<file path="src/rtl/game_pkg.sv">
// Shared constants for the game datapath: screen/sprite geometry, colours,
// facing codes, draw-sequencer states and a saturating step helper.
package game_pkg;

  localparam int unsigned SCREEN_W = 160;
  localparam int unsigned SCREEN_H = 120;
  localparam int unsigned SPRITE_W = 16;
  localparam int unsigned SPRITE_H = 16;
  localparam int unsigned STEP     = 1;
  localparam int unsigned START_X  = 72;
  localparam int unsigned START_Y  = 52;

  localparam int unsigned MAX_X = SCREEN_W - SPRITE_W;
  localparam int unsigned MAX_Y = SCREEN_H - SPRITE_H;
  localparam int unsigned PX_W  = $clog2(SPRITE_W);
  localparam int unsigned PY_W  = $clog2(SPRITE_H);

  localparam logic [2:0] BG_COLOUR   = 3'b000;
  localparam logic [2:0] TRANSPARENT = 3'b101;

  localparam logic [1:0] FACE_UP    = 2'd0;
  localparam logic [1:0] FACE_DOWN  = 2'd1;
  localparam logic [1:0] FACE_LEFT  = 2'd2;
  localparam logic [1:0] FACE_RIGHT = 2'd3;

  localparam logic [1:0] S_IDLE  = 2'd0;
  localparam logic [1:0] S_ERASE = 2'd1;
  localparam logic [1:0] S_DRAW  = 2'd2;
  localparam logic [1:0] S_DONE  = 2'd3;

  // Move one STEP towards lim (inc=1) or towards 0 (inc=0), saturating at the end.
  function automatic logic [7:0] clamp_step(input logic [7:0] v, input logic inc,
                                            input logic [7:0] lim);
    if (inc) begin
      return (v > lim - 8'(STEP)) ? lim : v + 8'(STEP);
    end
    return (v < 8'(STEP)) ? 8'd0 : v - 8'(STEP);
  endfunction

endpackage

</file>
<file path="src/rtl/sprite_scan_counter.sv">
// Raster counter over one sprite footprint: px fastest, then py; flags the last pixel.
module sprite_scan_counter
  import game_pkg::*;
(
  input  logic            clock,
  input  logic            resetn,
  input  logic            start,
  input  logic            enable,
  output logic [PX_W-1:0] px,
  output logic [PY_W-1:0] py,
  output logic            last
);

  logic [PX_W-1:0] px_q;
  logic [PY_W-1:0] py_q;

  always_ff @(posedge clock or negedge resetn) begin
    if (!resetn) begin
      px_q <= '0;
      py_q <= '0;
    end else if (start) begin
      px_q <= '0;
      py_q <= '0;
    end else if (enable) begin
      px_q <= px_q + 1'b1;
      if (px_q == '1) begin
        py_q <= py_q + 1'b1;
      end
    end
  end

  assign px   = px_q;
  assign py   = py_q;
  assign last = (px_q == '1) && (py_q == '1);

endmodule

</file>
<file path="src/rtl/player_datapath.sv">
// Player position/facing registers plus the erase-then-draw sprite sequencer
// that feeds the VGA pixel-write port from an external one-cycle-latency ROM.
module player_datapath
  import game_pkg::*;
(
  input  logic       clock,
  input  logic       resetn,
  input  logic       init,
  input  logic       idle,
  input  logic       attack,
  input  logic       up,
  input  logic       down,
  input  logic       left,
  input  logic       right,
  input  logic       draw,
  output logic       draw_done,
  output logic       busy,
  output logic [9:0] rom_addr,
  input  logic [2:0] rom_data,
  output logic [7:0] vga_x,
  output logic [6:0] vga_y,
  output logic [2:0] vga_colour,
  output logic       vga_plot
);

  logic [1:0] state_q, state_d;
  logic [7:0] pos_x_q, pos_x_d, prev_x_q, prev_x_d;
  logic [6:0] pos_y_q, pos_y_d, prev_y_q, prev_y_d;
  logic [1:0] facing_q, facing_d;
  logic       armed_q, armed_d;
  logic       fetch_done_q, fetch_done_d;
  logic       plot_vld_q;
  logic [PX_W-1:0] dpx_q;
  logic [PY_W-1:0] dpy_q;

  logic            scan_start, scan_enable, scan_last;
  logic [PX_W-1:0] scan_px;
  logic [PY_W-1:0] scan_py;

  logic unused_cmd;
  assign unused_cmd = idle | attack;

  sprite_scan_counter u_scan (
    .clock  (clock),
    .resetn (resetn),
    .start  (scan_start),
    .enable (scan_enable),
    .px     (scan_px),
    .py     (scan_py),
    .last   (scan_last)
  );

  // In S_DRAW the counter walks ROM addresses; fetch_done marks the extra cycle
  // that plots the final pixel after the last address has been issued.
  assign scan_enable = (state_q == S_ERASE) || ((state_q == S_DRAW) && !fetch_done_q);

  always_comb begin
    state_d      = state_q;
    pos_x_d      = pos_x_q;
    pos_y_d      = pos_y_q;
    prev_x_d     = prev_x_q;
    prev_y_d     = prev_y_q;
    facing_d     = facing_q;
    armed_d      = armed_q | ~draw;
    fetch_done_d = fetch_done_q;
    scan_start   = 1'b0;
    unique case (state_q)
      S_IDLE: begin
        fetch_done_d = 1'b0;
        if (init) begin
          pos_x_d  = 8'(START_X);
          pos_y_d  = 7'(START_Y);
          facing_d = FACE_DOWN;
        end else if (up) begin
          pos_y_d  = 7'(clamp_step({1'b0, pos_y_q}, 1'b0, 8'(MAX_Y)));
          facing_d = FACE_UP;
        end else if (down) begin
          pos_y_d  = 7'(clamp_step({1'b0, pos_y_q}, 1'b1, 8'(MAX_Y)));
          facing_d = FACE_DOWN;
        end else if (left) begin
          pos_x_d  = clamp_step(pos_x_q, 1'b0, 8'(MAX_X));
          facing_d = FACE_LEFT;
        end else if (right) begin
          pos_x_d  = clamp_step(pos_x_q, 1'b1, 8'(MAX_X));
          facing_d = FACE_RIGHT;
        end else if (draw && armed_q) begin
          state_d    = S_ERASE;
          armed_d    = 1'b0;
          scan_start = 1'b1;
        end
      end
      S_ERASE: begin
        if (scan_last) begin
          state_d = S_DRAW;
        end
      end
      S_DRAW: begin
        if (scan_last) begin
          fetch_done_d = 1'b1;
        end
        if (fetch_done_q) begin
          state_d = S_DONE;
        end
      end
      S_DONE: begin
        prev_x_d = pos_x_q;
        prev_y_d = pos_y_q;
        state_d  = S_IDLE;
      end
      default: state_d = S_IDLE;
    endcase
  end

  always_ff @(posedge clock or negedge resetn) begin
    if (!resetn) begin
      state_q      <= S_IDLE;
      pos_x_q      <= 8'(START_X);
      pos_y_q      <= 7'(START_Y);
      prev_x_q     <= 8'(START_X);
      prev_y_q     <= 7'(START_Y);
      facing_q     <= FACE_DOWN;
      armed_q      <= 1'b1;
      fetch_done_q <= 1'b0;
      plot_vld_q   <= 1'b0;
      dpx_q        <= '0;
      dpy_q        <= '0;
    end else begin
      state_q      <= state_d;
      pos_x_q      <= pos_x_d;
      pos_y_q      <= pos_y_d;
      prev_x_q     <= prev_x_d;
      prev_y_q     <= prev_y_d;
      facing_q     <= facing_d;
      armed_q      <= armed_d;
      fetch_done_q <= fetch_done_d;
      // Delay pixel coordinates to line up with rom_data
      plot_vld_q   <= (state_q == S_DRAW) && !fetch_done_q;
      dpx_q        <= scan_px;
      dpy_q        <= scan_py;
    end
  end

  always_comb begin
    vga_plot   = 1'b0;
    vga_x      = '0;
    vga_y      = '0;
    vga_colour = '0;
    rom_addr   = '0;
    if (state_q == S_ERASE) begin
      vga_plot   = 1'b1;
      vga_x      = prev_x_q + 8'(scan_px);
      vga_y      = prev_y_q + 7'(scan_py);
      vga_colour = BG_COLOUR;
    end else if (state_q == S_DRAW) begin
      rom_addr = {facing_q, scan_py, scan_px};
      if (plot_vld_q) begin
        vga_x      = pos_x_q + 8'(dpx_q);
        vga_y      = pos_y_q + 7'(dpy_q);
        vga_colour = rom_data;
        vga_plot   = (rom_data != TRANSPARENT);
      end
    end
  end

  assign draw_done = (state_q == S_DONE);
  assign busy      = (state_q == S_ERASE) || (state_q == S_DRAW);

endmodule

</file>
<file path="config.mk">
export PLATFORM = sky130hd
export DESIGN_NAME = player_datapath
export DESIGN_NICKNAME = d
export VERILOG_FILES = /design/src/rtl/game_pkg.sv /design/src/rtl/sprite_scan_counter.sv /design/src/rtl/player_datapath.sv
export SDC_FILE = /design/constraint.sdc
export NUM_CORES = 1
export LEC_CHECK = 0
export ABC_AREA = 0
export BUFFER_PORTS_ARGS = -buffer_cell sky130_fd_sc_hd__buf_2
export CELL_PAD_IN_SITES_DETAIL_PLACEMENT = 1
export CELL_PAD_IN_SITES_GLOBAL_PLACEMENT = 2
export CORE_MARGIN = 2
export CORE_UTILIZATION = 39
export CTS_CLUSTER_SIZE = 28
export DETAILED_ROUTE_END_ITERATION = 12
export GPL_TIMING_DRIVEN = 0
export PLACE_DENSITY_LB_ADDON = 0.05
export SETUP_SLACK_MARGIN = 0.15
export SYNTH_ARGS = -nofsm -noshare
export SYNTH_HDL_FRONTEND = slang
export SYNTH_SLANG_ARGS = --single-unit
</file>
<file path="constraint.sdc">
create_clock -name clock -period 4.5 [get_ports clock]
set_input_delay 0.225 -clock clock [delete_from_list [all_inputs] [get_ports clock]]
set_output_delay 0.225 -clock clock [all_outputs]
set_load 0.03 [all_outputs]
</file>
==> out/metrics.yaml <==
grt:
  antenna_found_initial: 0
  grt_pass1_vias: 3363
  met3_usage_pct: 2.78
  grt_max_degree: 54
  grt_busiest_layer: "met2"
  grt-ovfl-total: 0
  grt_pass1_wl_um: 17500
  grtUsageMet2_pct: 37.7
  groute.usage.overall_pct: 21.4
  use_met1_pct: 28.5
cells_and_area:
  fill_cells: 1175
  nets: 507
  post-route-util_pct: 44.8
  antenna_cells: 0
  drive_above_1_share_pct: 19.6
  area.growth.synth_to_final_pct: 13.1
routing:
  drt-total-wl_um: 10600
  post_drt_wl_per_cell_um: 17.7
  drt-vias-per-instance: 5.43
  dr.pass1.iters: 4
  drtIter0Drc: 73
  vias: 3248
  drc: 0
  drtAntennaViolNets: 0
run:
  maxCapViolations: 0
clocking:
  post_cts_resize_count: 0
  cts_tree: "yes"
  worstSkewPairLatency_ns: 0.32
  clock_sinks: 53
  cts_buffer_depth: 2
  clockRootBuffer: "clkbuf_8"
  cts_setup_buffers: 0
  path_clk_slew_ns: 0.10
  htree_levels: 2
  numCtsBuffers: 5
  ctsHoldBuffers: 0
timing:
  holdWs_ns: -0.0663
  finalSetupTns_ns: 0
  drv_slew: 0
  fin_crit_sh_pct: 62.7
  worst_slew_pin_slew_ns: 0.731
  rsz0062_at_grt: "false"
  max_freq_mhz: 354
  min_period_ns: 2.82
  relSlewSlack_pct: 51.3
  final_hold_viol_count: 41
  setup_viol: 0
  skew_ns: 0.00875
logic_synthesis:
  synth_edf_count: 0
  async_flop_share_pct: 100
  yosysTopAreaCellShare_pct: 27.0
  ys_types: 59
  synth_common_cells: "dfrtp_1, nand2_1, nor2_1"
  synth_most_common_cell: "dfrtp_1"
  dominantRegCellSynth: "dfrtp_1"
  seq_area_frac_synth_pct: 35.3
  ys_warn_count: 0
  synth.area.top_cells: "dfrtp_1, ha_1, dfstp_2, mux2_2, xnor2_1"
  synth_nets: 461
  avgSynthCellArea_um2: 9.09
  postSynthCellCount: 418
  yosysTopAreaCell: "dfrtp_1"
  syn-cell-area_um2: 3800
  ys_ff_latch: 53
place:
  gp_congestion: 0.778
  portBuffers: 39
  hpwl_um: 7950
floorplanning:
  ioPinCount: 44
  die-area_um2: 10500
  initial_core_util_pct: 39.6
  core_um2: 9590
  rows: 36
  die_w_um: 103
  die_y_um: 103
worst_setup_path:
  reg2reg_to: "pos_x_q[6]"
  reg2reg_slack_ns: 2.35
  cp_top_family: "adder cells"
  slowest_delay_ns: 0.54
  crit_path_end_kind: "primary output"
  crit_fanout: 10
  reg2reg_depth: 7
  worst-setup-path-type: "reg2out"
  r2r-start: "pos_x_q[1]"
  crit_chain: "ha_1 -> fa_1 -> a21o_1 -> a21oi_1 -> nor2_1 -> xnor2_1 -> o22ai_1 -> buf_2"
  critical-path-slowest-cell: "dfrtp_1"
  cp.required_ns: 4.28
  arrival_ns: 2.60
  critPathBufInv: 1
  critPathLaunchType: "flop"
outcome:
  violations: "negative hold slack"
  status: "finished with violations"
pwr:
  p_per_area_nw_per_um2: 213
  peakVddDrop_mv: 0.139
  power.total_uw: 915
  p_leak_uw: 0.00186
min_path:
  hp-class: "in2async"
[metrics by stage]
step | area (um^2) | setup WS (ns) | std cells
after global routing | 4300 | 1.51 | 598
after CTS | 4290 | 1.66 | 598
final | 4300 | 1.68 | 598
after detailed placement | 4160 | 2.02 | 590
after global placement | 4160 | 2.05 | 590
after floorplan | 3800 | 2.12 | 418
[worst max path at each step]
| stage | from | endpoint | slack [ns] | depth (start not counted) |
|---|---|---|---|---|
| floorplan | pos_x_q[0] | vga_x[6] | 2.12 | 7 |
| global placement | pos_x_q[0] | vga_x[6] | 2.05 | 8 |
| detailed placement | pos_x_q[0] | vga_x[6] | 2.02 | 8 |
| CTS | pos_x_q[0] | vga_x[6] | 1.66 | 8 |
| global route | pos_x_q[0] | vga_x[6] | 1.51 | 8 |
| finish | pos_x_q[0] | vga_x[6] | 1.68 | 8 |
[placed cells by master (no fill, tap or decap), types with 13 or more instances in the layout]
master and instances:
a21oi_1 18, inv_1 20, clkbuf_1 13, dfrtp_1 41, mux2_2 14, xnor2_1 18, ha_1 26, nor2_1 32
o21ai_0 29, buf_2 42, nand2_1 34
[final cells by class]
type                       count  area (um^2)  area share (%)
multi-input combinational    325         2290            53.2
sequential                    53         1340            31.2
timing repair buffer          39          198            4.60
tap                          133          166            3.87
buffer                        20         95.1            2.21
inverter                      20         75.1            1.75
clock buffer                   5         68.8            1.60
clock inverter                 3         65.1            1.51
[where the power goes]
group          internal, uW  leakage [uW]      switching (uW)  total [uW]
clock                   221     0.0000681                 179         400
combinational          9.89       0.00116                28.2        38.1
sequential              477      0.000632  0.0000000000000112         477
total                   708       0.00186                 207         915
[worst register-to-register path: stages, from the launching register on]
cell and delay [ns]:
dfrtp_1 0.57, inv_1 0.12, ha_1 0.26, or4b_4 0.53, o21ai_2 0.12, o31ai_1 0.07
a221oi_1 0.32, a21oi_1 0.08
[routing by layer]
metal | part of all wire (%) | vias up
li1 | - | 1584
met1 | 46 | 1624
met2 | 51 | 31
met3 | 2.0 | 9
met4 | 0.91 | 0
met5 | 0 | -
[state kept, by name, summed over array words and instances, names as in the netlist, 2 cells and up]
name       cells
state_q        2
dpy_q          4
dpx_q          4
prev_x_q       8
pos_y_q        7
pos_x_q        8
facing_q       2
prev_y_q       7
u_scan.px      4
u_scan.py      4
[cells by family (layout without fill, tap and decap cells)]
group,Yosys count,after routing,share of synthesized area [%]
XOR/XNOR,30,30,6.92
buffers and inverters,40,87,4.48
AO/OA/AOI/OAI,114,114,19.5
adder cells (fa/ha/maj),30,30,10.7
flip-flops,53,53,35.3
AND/OR/NAND/NOR,133,133,17.9
multiplexers,18,18,5.20
Power figures use the tool's default switching activity.
